### config.mk
export PLATFORM = sky130hd
export DESIGN_NAME = axi_rdata_router
export DESIGN_NICKNAME = d
export VERILOG_FILES = /design/src/rtl/axi_rdata_router.sv
export SDC_FILE = /design/constraint.sdc
export NUM_CORES = 1
export LEC_CHECK = 0
export CAP_MARGIN = 10
export CORE_AREA = 2 2 85 87
export DETAILED_ROUTE_END_ITERATION = 8
export DIE_AREA = 0 0 87 89
export PLACE_DENSITY = 0.87
export RECOVER_POWER = 100
export SETUP_SLACK_MARGIN = 0.4
export SYNTH_ARGS = -nofsm -noshare
export SYNTH_HDL_FRONTEND = slang
export SYNTH_SLANG_ARGS = --single-unit
### constraint.sdc
create_clock -name clk -period 4 [get_ports clk]
set_clock_uncertainty 0.1 [all_clocks]
set_input_delay 0.8 -clock clk [delete_from_list [all_inputs] [get_ports clk]]
set_output_delay 0.8 -clock clk [all_outputs]
set_load 0.01 [all_outputs]
### src/rtl/axi_rdata_router.sv
// rtl/axi_rdata_router.sv - AXI R-channel router: three slaves (S0, S1, DS) to two masters
// One burst owns the path from grant until its RLAST handshake; beats pass through with zero latency.
module axi_rdata_router #(
  parameter int DATA_BITS = 32,
  parameter int ID_BITS   = 4,
  parameter int IDS_BITS  = 8
) (
  input  logic                 clk,
  input  logic                 rst,
  input  logic [IDS_BITS-1:0]  S0_RID,
  input  logic [DATA_BITS-1:0] S0_RData,
  input  logic [1:0]           S0_RResp,
  input  logic                 S0_RLast,
  input  logic                 S0_RValid,
  output logic                 S0_RReady,
  input  logic [IDS_BITS-1:0]  S1_RID,
  input  logic [DATA_BITS-1:0] S1_RData,
  input  logic [1:0]           S1_RResp,
  input  logic                 S1_RLast,
  input  logic                 S1_RValid,
  output logic                 S1_RReady,
  input  logic [IDS_BITS-1:0]  DS_RID,
  input  logic [DATA_BITS-1:0] DS_RData,
  input  logic [1:0]           DS_RResp,
  input  logic                 DS_RLast,
  input  logic                 DS_RValid,
  output logic                 DS_RReady,
  output logic [ID_BITS-1:0]   M0_RID,
  output logic [DATA_BITS-1:0] M0_RData,
  output logic [1:0]           M0_RResp,
  output logic                 M0_RLast,
  output logic                 M0_RValid,
  input  logic                 M0_RReady,
  output logic [ID_BITS-1:0]   M1_RID,
  output logic [DATA_BITS-1:0] M1_RData,
  output logic [1:0]           M1_RResp,
  output logic                 M1_RLast,
  output logic                 M1_RValid,
  input  logic                 M1_RReady
);

  localparam int TAG_BITS = IDS_BITS - ID_BITS;

  typedef enum logic {ST_IDLE, ST_LOCK} state_t;
  typedef enum logic [1:0] {SEL_S0 = 2'd0, SEL_S1 = 2'd1, SEL_DS = 2'd2} sel_t;
  typedef enum logic [1:0] {TGT_M0 = 2'd0, TGT_M1 = 2'd1, TGT_DROP = 2'd2} tgt_t;

  state_t state_q, state_d;
  sel_t   gnt_q, gnt_d;
  sel_t   rr_q, rr_d;
  tgt_t   tgt_q, tgt_d;

  sel_t                 pick;
  logic [2:0]           valid_vec;
  logic [TAG_BITS-1:0]  pick_tag;
  logic [ID_BITS-1:0]   g_id;
  logic [DATA_BITS-1:0] g_data;
  logic [1:0]           g_resp;
  logic                 g_last;
  logic                 g_valid;
  logic                 g_ready;
  logic                 hs;

  function automatic sel_t next_sel(input sel_t s);
    case (s)
      SEL_S0:  next_sel = SEL_S1;
      SEL_S1:  next_sel = SEL_DS;
      default: next_sel = SEL_S0;
    endcase
  endfunction

  // Round-robin pick: first valid slave at or after rr, wrapping S0 -> S1 -> DS.
  always_comb begin
    valid_vec = {DS_RValid, S1_RValid, S0_RValid};
    pick      = rr_q;
    case (rr_q)
      SEL_S0: begin
        if (valid_vec[0])      pick = SEL_S0;
        else if (valid_vec[1]) pick = SEL_S1;
        else                   pick = SEL_DS;
      end
      SEL_S1: begin
        if (valid_vec[1])      pick = SEL_S1;
        else if (valid_vec[2]) pick = SEL_DS;
        else                   pick = SEL_S0;
      end
      default: begin
        if (valid_vec[2])      pick = SEL_DS;
        else if (valid_vec[0]) pick = SEL_S0;
        else                   pick = SEL_S1;
      end
    endcase
    case (pick)
      SEL_S0:  pick_tag = S0_RID[IDS_BITS-1:ID_BITS];
      SEL_S1:  pick_tag = S1_RID[IDS_BITS-1:ID_BITS];
      default: pick_tag = DS_RID[IDS_BITS-1:ID_BITS];
    endcase
  end

  always_comb begin
    case (gnt_q)
      SEL_S0: begin
        g_id    = S0_RID[ID_BITS-1:0];
        g_data  = S0_RData;
        g_resp  = S0_RResp;
        g_last  = S0_RLast;
        g_valid = S0_RValid;
      end
      SEL_S1: begin
        g_id    = S1_RID[ID_BITS-1:0];
        g_data  = S1_RData;
        g_resp  = S1_RResp;
        g_last  = S1_RLast;
        g_valid = S1_RValid;
      end
      default: begin
        g_id    = DS_RID[ID_BITS-1:0];
        g_data  = DS_RData;
        g_resp  = DS_RResp;
        g_last  = DS_RLast;
        g_valid = DS_RValid;
      end
    endcase
  end

  // Everything idles at zero unless a burst holds the path.
  always_comb begin
    M0_RID    = '0;
    M0_RData  = '0;
    M0_RResp  = '0;
    M0_RLast  = 1'b0;
    M0_RValid = 1'b0;
    M1_RID    = '0;
    M1_RData  = '0;
    M1_RResp  = '0;
    M1_RLast  = 1'b0;
    M1_RValid = 1'b0;
    S0_RReady = 1'b0;
    S1_RReady = 1'b0;
    DS_RReady = 1'b0;
    g_ready   = 1'b0;
    if (state_q == ST_LOCK) begin
      case (tgt_q)
        TGT_M0: begin
          M0_RID    = g_id;
          M0_RData  = g_data;
          M0_RResp  = g_resp;
          M0_RLast  = g_last;
          M0_RValid = g_valid;
          g_ready   = M0_RReady;
        end
        TGT_M1: begin
          M1_RID    = g_id;
          M1_RData  = g_data;
          M1_RResp  = g_resp;
          M1_RLast  = g_last;
          M1_RValid = g_valid;
          g_ready   = M1_RReady;
        end
        default: g_ready = 1'b1;
      endcase
      case (gnt_q)
        SEL_S0:  S0_RReady = g_ready;
        SEL_S1:  S1_RReady = g_ready;
        default: DS_RReady = g_ready;
      endcase
    end
    hs = (state_q == ST_LOCK) && g_valid && g_ready;
  end

  always_comb begin
    state_d = state_q;
    gnt_d   = gnt_q;
    rr_d    = rr_q;
    tgt_d   = tgt_q;
    case (state_q)
      ST_IDLE: begin
        if (|valid_vec) begin
          state_d = ST_LOCK;
          gnt_d   = pick;
          if (pick_tag == TAG_BITS'(1))      tgt_d = TGT_M0;
          else if (pick_tag == TAG_BITS'(2)) tgt_d = TGT_M1;
          else                               tgt_d = TGT_DROP;
        end
      end
      default: begin
        if (hs && g_last) begin
          state_d = ST_IDLE;
          rr_d    = next_sel(gnt_q);
        end
      end
    endcase
  end

  always_ff @(posedge clk) begin
    if (!rst) begin
      state_q <= ST_IDLE;
      gnt_q   <= SEL_S0;
      rr_q    <= SEL_S0;
      tgt_q   <= TGT_DROP;
    end else begin
      state_q <= state_d;
      gnt_q   <= gnt_d;
      rr_q    <= rr_d;
      tgt_q   <= tgt_d;
    end
  end

endmodule

After elaboration in Yosys (flattened, before gate mapping)
Index checks and enable logic that the tools add are counted.
{"block": "classes", "n_mux": 47, "n_bitwise": 1, "n_eq_ne": 6, "n_reduce_logical": 11}
{"op": "32-bit two-way mux", "n": 4}
{"op": "32-bit one-hot mux with 2 select lines", "n": 1}
{"op": "2-bit two-way mux", "n": 11}
{"op": "1-bit two-way mux", "n": 19}
{"op": "4-bit two-way mux", "n": 4}
{"op": "4-bit one-hot mux with 2 select lines", "n": 2}
{"op": "2-bit one-hot mux with 2 select lines", "n": 3}
{"op": "2-bit by 1-bit == test with 1-bit output (second input constant)", "n": 4}
{"op": "2-bit zero test", "n": 4}
{"op": "1-bit one-hot mux with 2 select lines", "n": 3}
{"op": "4-bit by 1-bit == test with 1-bit output (second input constant)", "n": 1}
{"op": "4-bit by 2-bit == test with 1-bit output (second input constant)", "n": 1}
{"op": "2-bit AND reduction", "n": 2}
{"op": "1-bit logical AND", "n": 3}
{"op": "3-bit OR reduction", "n": 1}
{"op": "2-bit OR reduction", "n": 1}
{"op": "1-bit NOT", "n": 1}
{"block": "word_totals", "reg_bits": 7}

Logic depth before layout (Yosys ltp)
{"block": "logic_depth", "depth_word": 8, "depth_mapped": 7, "mapped_depth_nobuf": 6}

Worst setup path before layout
OpenSTA, ideal clock, no wires.
{"block": "synth_timing", "kind": "input port to output port", "from": "in M1_RReady", "to": "out S0_RReady", "t_required_ns": 3.100, "stages": 3, "arrival_ns": 1.458, "path_slack_ns": 1.642, "cell_sequence": "mux2_2 > o21ai_0 > nor3_1"}
{"block": "synth_between", "elab_chain_len": 3}
{"element": "from (decl)", "line": "39", "text": "input logic M1_RReady"}
{"element": "1-bit one-hot mux with 2 select lines", "line": "143", "text": "case (tgt_q)"}
{"element": "1-bit two-way mux", "line": "162", "text": "case (gnt_q)"}
{"element": "1-bit two-way mux", "line": "142", "text": "if (state_q == ST_LOCK) begin"}
{"element": "to (decl)", "line": "15", "text": "output logic S0_RReady,"}
Every way passes these cells.

Worst setup path after layout
{"block": "layout_timing", "from": "reg state_q", "to": "out M1_RData[2]"}
{"block": "layout_between", "elab_chain_len": 1}
{"element": "from (decl)", "line": "48", "text": "state_t state_q, state_d;"}
{"element": "from (signal assigned)", "line": "202", "text": "state_q <= state_d;"}
{"element": "32-bit two-way mux", "line": "142"}
{"element": "to (decl)", "line": "35", "text": "output logic [DATA_BITS-1:0] M1_RData,"}
Every way passes these cells.

==> impl_metrics.env <==
export IMPL_run_status="completed"
export IMPL_post_cts_setup_buffer_count=0
export IMPL_cts_tree="built"
export IMPL_min_delay_path_class="reg2reg"
export IMPL_dp_final_hpwl_um=6831
export IMPL_fillCellCount=611
export IMPL_numCtsBuffers=3
export IMPL_layout_cells_most_common="sky130_fd_sc_hd__clkdlybuf4s50_1"
export IMPL_cell_internal_pwr_w=0.0003510
export IMPL_drt_pre_antenna_iters=4
export IMPL_seqPwrFrac=0.173
export IMPL_groute_usage_overall=0.1969
export IMPL_fmax_mhz=287.1
export IMPL_place_gp_congestion=0.8854
export IMPL_max_rail_drop_vdd_uv=147.3
export IMPL_timing_critical_path_from_type="flip-flop"
export IMPL_grt_ovfl_total=0
export IMPL_max_slew_margin=0.5255
export IMPL_power_frac_comb=0.644
export IMPL_routed_wirelength_um=8346
export IMPL_die_y_um=89
export IMPL_drt_drc_violations_left=0
export IMPL_mappedNetlistNets=413
export IMPL_postSynthAreaPerCell_um2=5.746
export IMPL_slew_viol_final=0
export IMPL_worst_skew_pair_late_latency_ns=0.23
export IMPL_first_iter_violations=85
export IMPL_synth_seq_area_share=0.08805
export IMPL_core_area_um2=6719
export IMPL_buffer_ports_inserted=218
export IMPL_area_growth_synth_to_final_pct=144.5
export IMPL_grt_first_pass_wirelength_um=12040
export IMPL_rows=30
export IMPL_grt_setup_unrepaired="false"
export IMPL_fp_dieW_um=87
export IMPL_initial_utilization=0.2369
export IMPL_timing_hold_violations_final=0
export IMPL_post_drt_wl_per_cell_um=14.85
export IMPL_clkSlewWorstSetupHoldPaths_ns=0.04
export IMPL_crit_required_ns=3.10
export IMPL_final_period_utilization=0.8708
export IMPL_cts_hold_buffers_added=0
export IMPL_sw_frac_of_total=0.3486
export IMPL_syn_cell_area_um2=1592
export IMPL_pin_count=219
export IMPL_crit_fanout=26
export IMPL_yosysWarnings=0
export IMPL_setup_viol_count_final=0
export IMPL_share_clk_of_total_power=0.183
export IMPL_finalNetCount=619
export IMPL_finalCriticalPeriod_ns=3.483
export IMPL_largest_net_degree_at_the_start_of_global_routing=49
export IMPL_first_global_vias=2603
export IMPL_placed_area_um2=3851
export IMPL_power_density_nw_per_um2=138.5
export IMPL_p_sw_w=0.0001879
export IMPL_syn_instance_count=277
export IMPL_cts_htree_levels=1
export IMPL_die_area_um2=7743
export IMPL_layout_drive_gt1_share=0.03112
export IMPL_timing_worst_setup_path_type="reg2out"
export IMPL_postSynthRegisterBits=7
export IMPL_clock_path_buffers=2
export IMPL_setup_worst_path_end_class="output port"
export IMPL_antenna_found_initial=0
export IMPL_fin_area_um2=3891
export IMPL_cts_resized=0
export IMPL_num_antenna_cells=0
export IMPL_timing_setup_tns_ns=0
export IMPL_total_leakage_power_nw=1.723
export IMPL_layout_cells_most_common_list="138 x sky130_fd_sc_hd__clkdlybuf4s50_1, 123 x sky130_fd_sc_hd__nor2_1, 80 x sky130_fd_sc_hd__dlygate4sd3_1"
export IMPL_average_via_count_per_standard_cell=4.826
export IMPL_route_vias_total=2712
export IMPL_critical_path_arrival_ns=2.58
export IMPL_clock_tree_root_cell="sky130_fd_sc_hd__clkbuf_8"
export IMPL_worstMarginPinSlew_ns=0.7117
export IMPL_number_of_maximum_capacitance_constraint_violations=0
export IMPL_post_drt_antenna_nets=0
export IMPL_cts_sinks=7
export IMPL_cell_variety_after_synth=28
## critical path: stages (launching register included)
cell	delay, ns
sky130_fd_sc_hd__dfxtp_1	0.43
sky130_fd_sc_hd__nand3b_1	0.49
sky130_fd_sc_hd__clkbuf_2	0.53
sky130_fd_sc_hd__nor2_1	0.26
sky130_fd_sc_hd__dlygate4sd3_1	0.64
## through the flow
stage	hold slack, ns	util	cells	setup slack (ns)	total power, W
after global placement	0.4348	0.5732	558	0.7197	0.0004357
after global routing	0.4727	0.5791	562	0.3585	0.0005799
after detailed placement	0.4408	0.5732	558	0.6861	0.0004443
after floorplan	0.3969	-	277	1.642	0.0002515
after CTS	0.4474	0.5799	562	0.6837	0.0005468
final	0.4467	0.5791	562	0.5169	0.0005389
## worst paths after layout
| kind | startpoint | end | slack (ns) | depth (start not counted) |
|---|---|---|---|---|
| max | state_q | M1_RData[2] | 0.52 | 4 |
| min | rr_q[0] | rr_q[0] | 0.45 | 2 |
| max reg2reg | gnt_q[1] | rr_q[1] | 1.85 | 6 |
| min reg2reg | rr_q[0] | rr_q[0] | 0.45 | 2 |
## logic make-up after synthesis
logic type / Yosys count / share of synthesized area
xor+xnor: 1 / 0.005504
compound gates: 54 / 0.1934
mux: 43 / 0.2712
flops: 7 / 0.08805
buf+inv: 25 / 0.06211
simple gates: 147 / 0.3797
## cell type report
type                            instances  area [um^2]  share of cell area
Inverter                                3        11.26            0.002894
Sequential cell                         7        142.6             0.03666
Timing Repair Buffer                  223         2240              0.5756
Tap cell                               80        100.1             0.02572
Clock buffer                            4        45.04             0.01158
Multi-Input combinational cell        245         1353              0.3476
## registers in the layout, summed over array words and instances (netlist names)
signal / flops
gnt_q: 2
state_q: 1
tgt_q: 2
rr_q: 2
## power by group through the flow
stage,clock network [W],logic (W),registers (W)
final,0.0000984,0.000347,0.0000932
after global routing,0.000107,0.000378,0.0000946
after CTS,0.000102,0.000352,0.0000927
after detailed placement,0,0.000351,0.0000936
after global placement,0,0.000342,0.0000933
after floorplan,0,0.000173,0.0000789
## metal layers
layer	global-route usage	vias to the layer above	share of wire
met2	0.4004	147	0.53
met1	0.2019	1203	0.36
li1	-	1351	-
met3	0.04247	11	0.094
met4	0.04830	0	0.013
met5	0	-	0
## cells in the mapped netlist
cell type / number / area [um^2]
sky130_fd_sc_hd__mux2_2: 1 / 11.26
sky130_fd_sc_hd__o211ai_1: 3 / 22.52
sky130_fd_sc_hd__o21a_1: 1 / 7.510
sky130_fd_sc_hd__nor3_1: 5 / 25.02
sky130_fd_sc_hd__nor2_1: 123 / 461.7
sky130_fd_sc_hd__and2_4: 1 / 8.760
sky130_fd_sc_hd__nand2_1: 4 / 15.01
sky130_fd_sc_hd__nor3b_1: 1 / 7.510
sky130_fd_sc_hd__o32a_1: 1 / 10.01
sky130_fd_sc_hd__nand2b_1: 2 / 12.51
sky130_fd_sc_hd__o32ai_1: 1 / 8.760
sky130_fd_sc_hd__dfxtp_1: 7 / 140.1
sky130_fd_sc_hd__inv_1: 3 / 11.26
sky130_fd_sc_hd__a21oi_1: 39 / 195.2
sky130_fd_sc_hd__or2_2: 2 / 12.51
sky130_fd_sc_hd__o211a_1: 2 / 20.02
sky130_fd_sc_hd__or4_4: 1 / 11.26
sky130_fd_sc_hd__a31oi_1: 1 / 6.260
sky130_fd_sc_hd__nand3_1: 1 / 5.000
sky130_fd_sc_hd__xnor2_1: 1 / 8.760
sky130_fd_sc_hd__buf_2: 4 / 20.02
sky130_fd_sc_hd__nor2b_1: 6 / 37.54
sky130_fd_sc_hd__mux2i_1: 42 / 420.4
sky130_fd_sc_hd__buf_1: 11 / 41.29
sky130_fd_sc_hd__clkbuf_1: 7 / 26.28
sky130_fd_sc_hd__o221ai_1: 2 / 17.52
sky130_fd_sc_hd__nand3b_1: 1 / 7.510
sky130_fd_sc_hd__o21ai_0: 4 / 20.02
(Power assumes the default switching activity.)
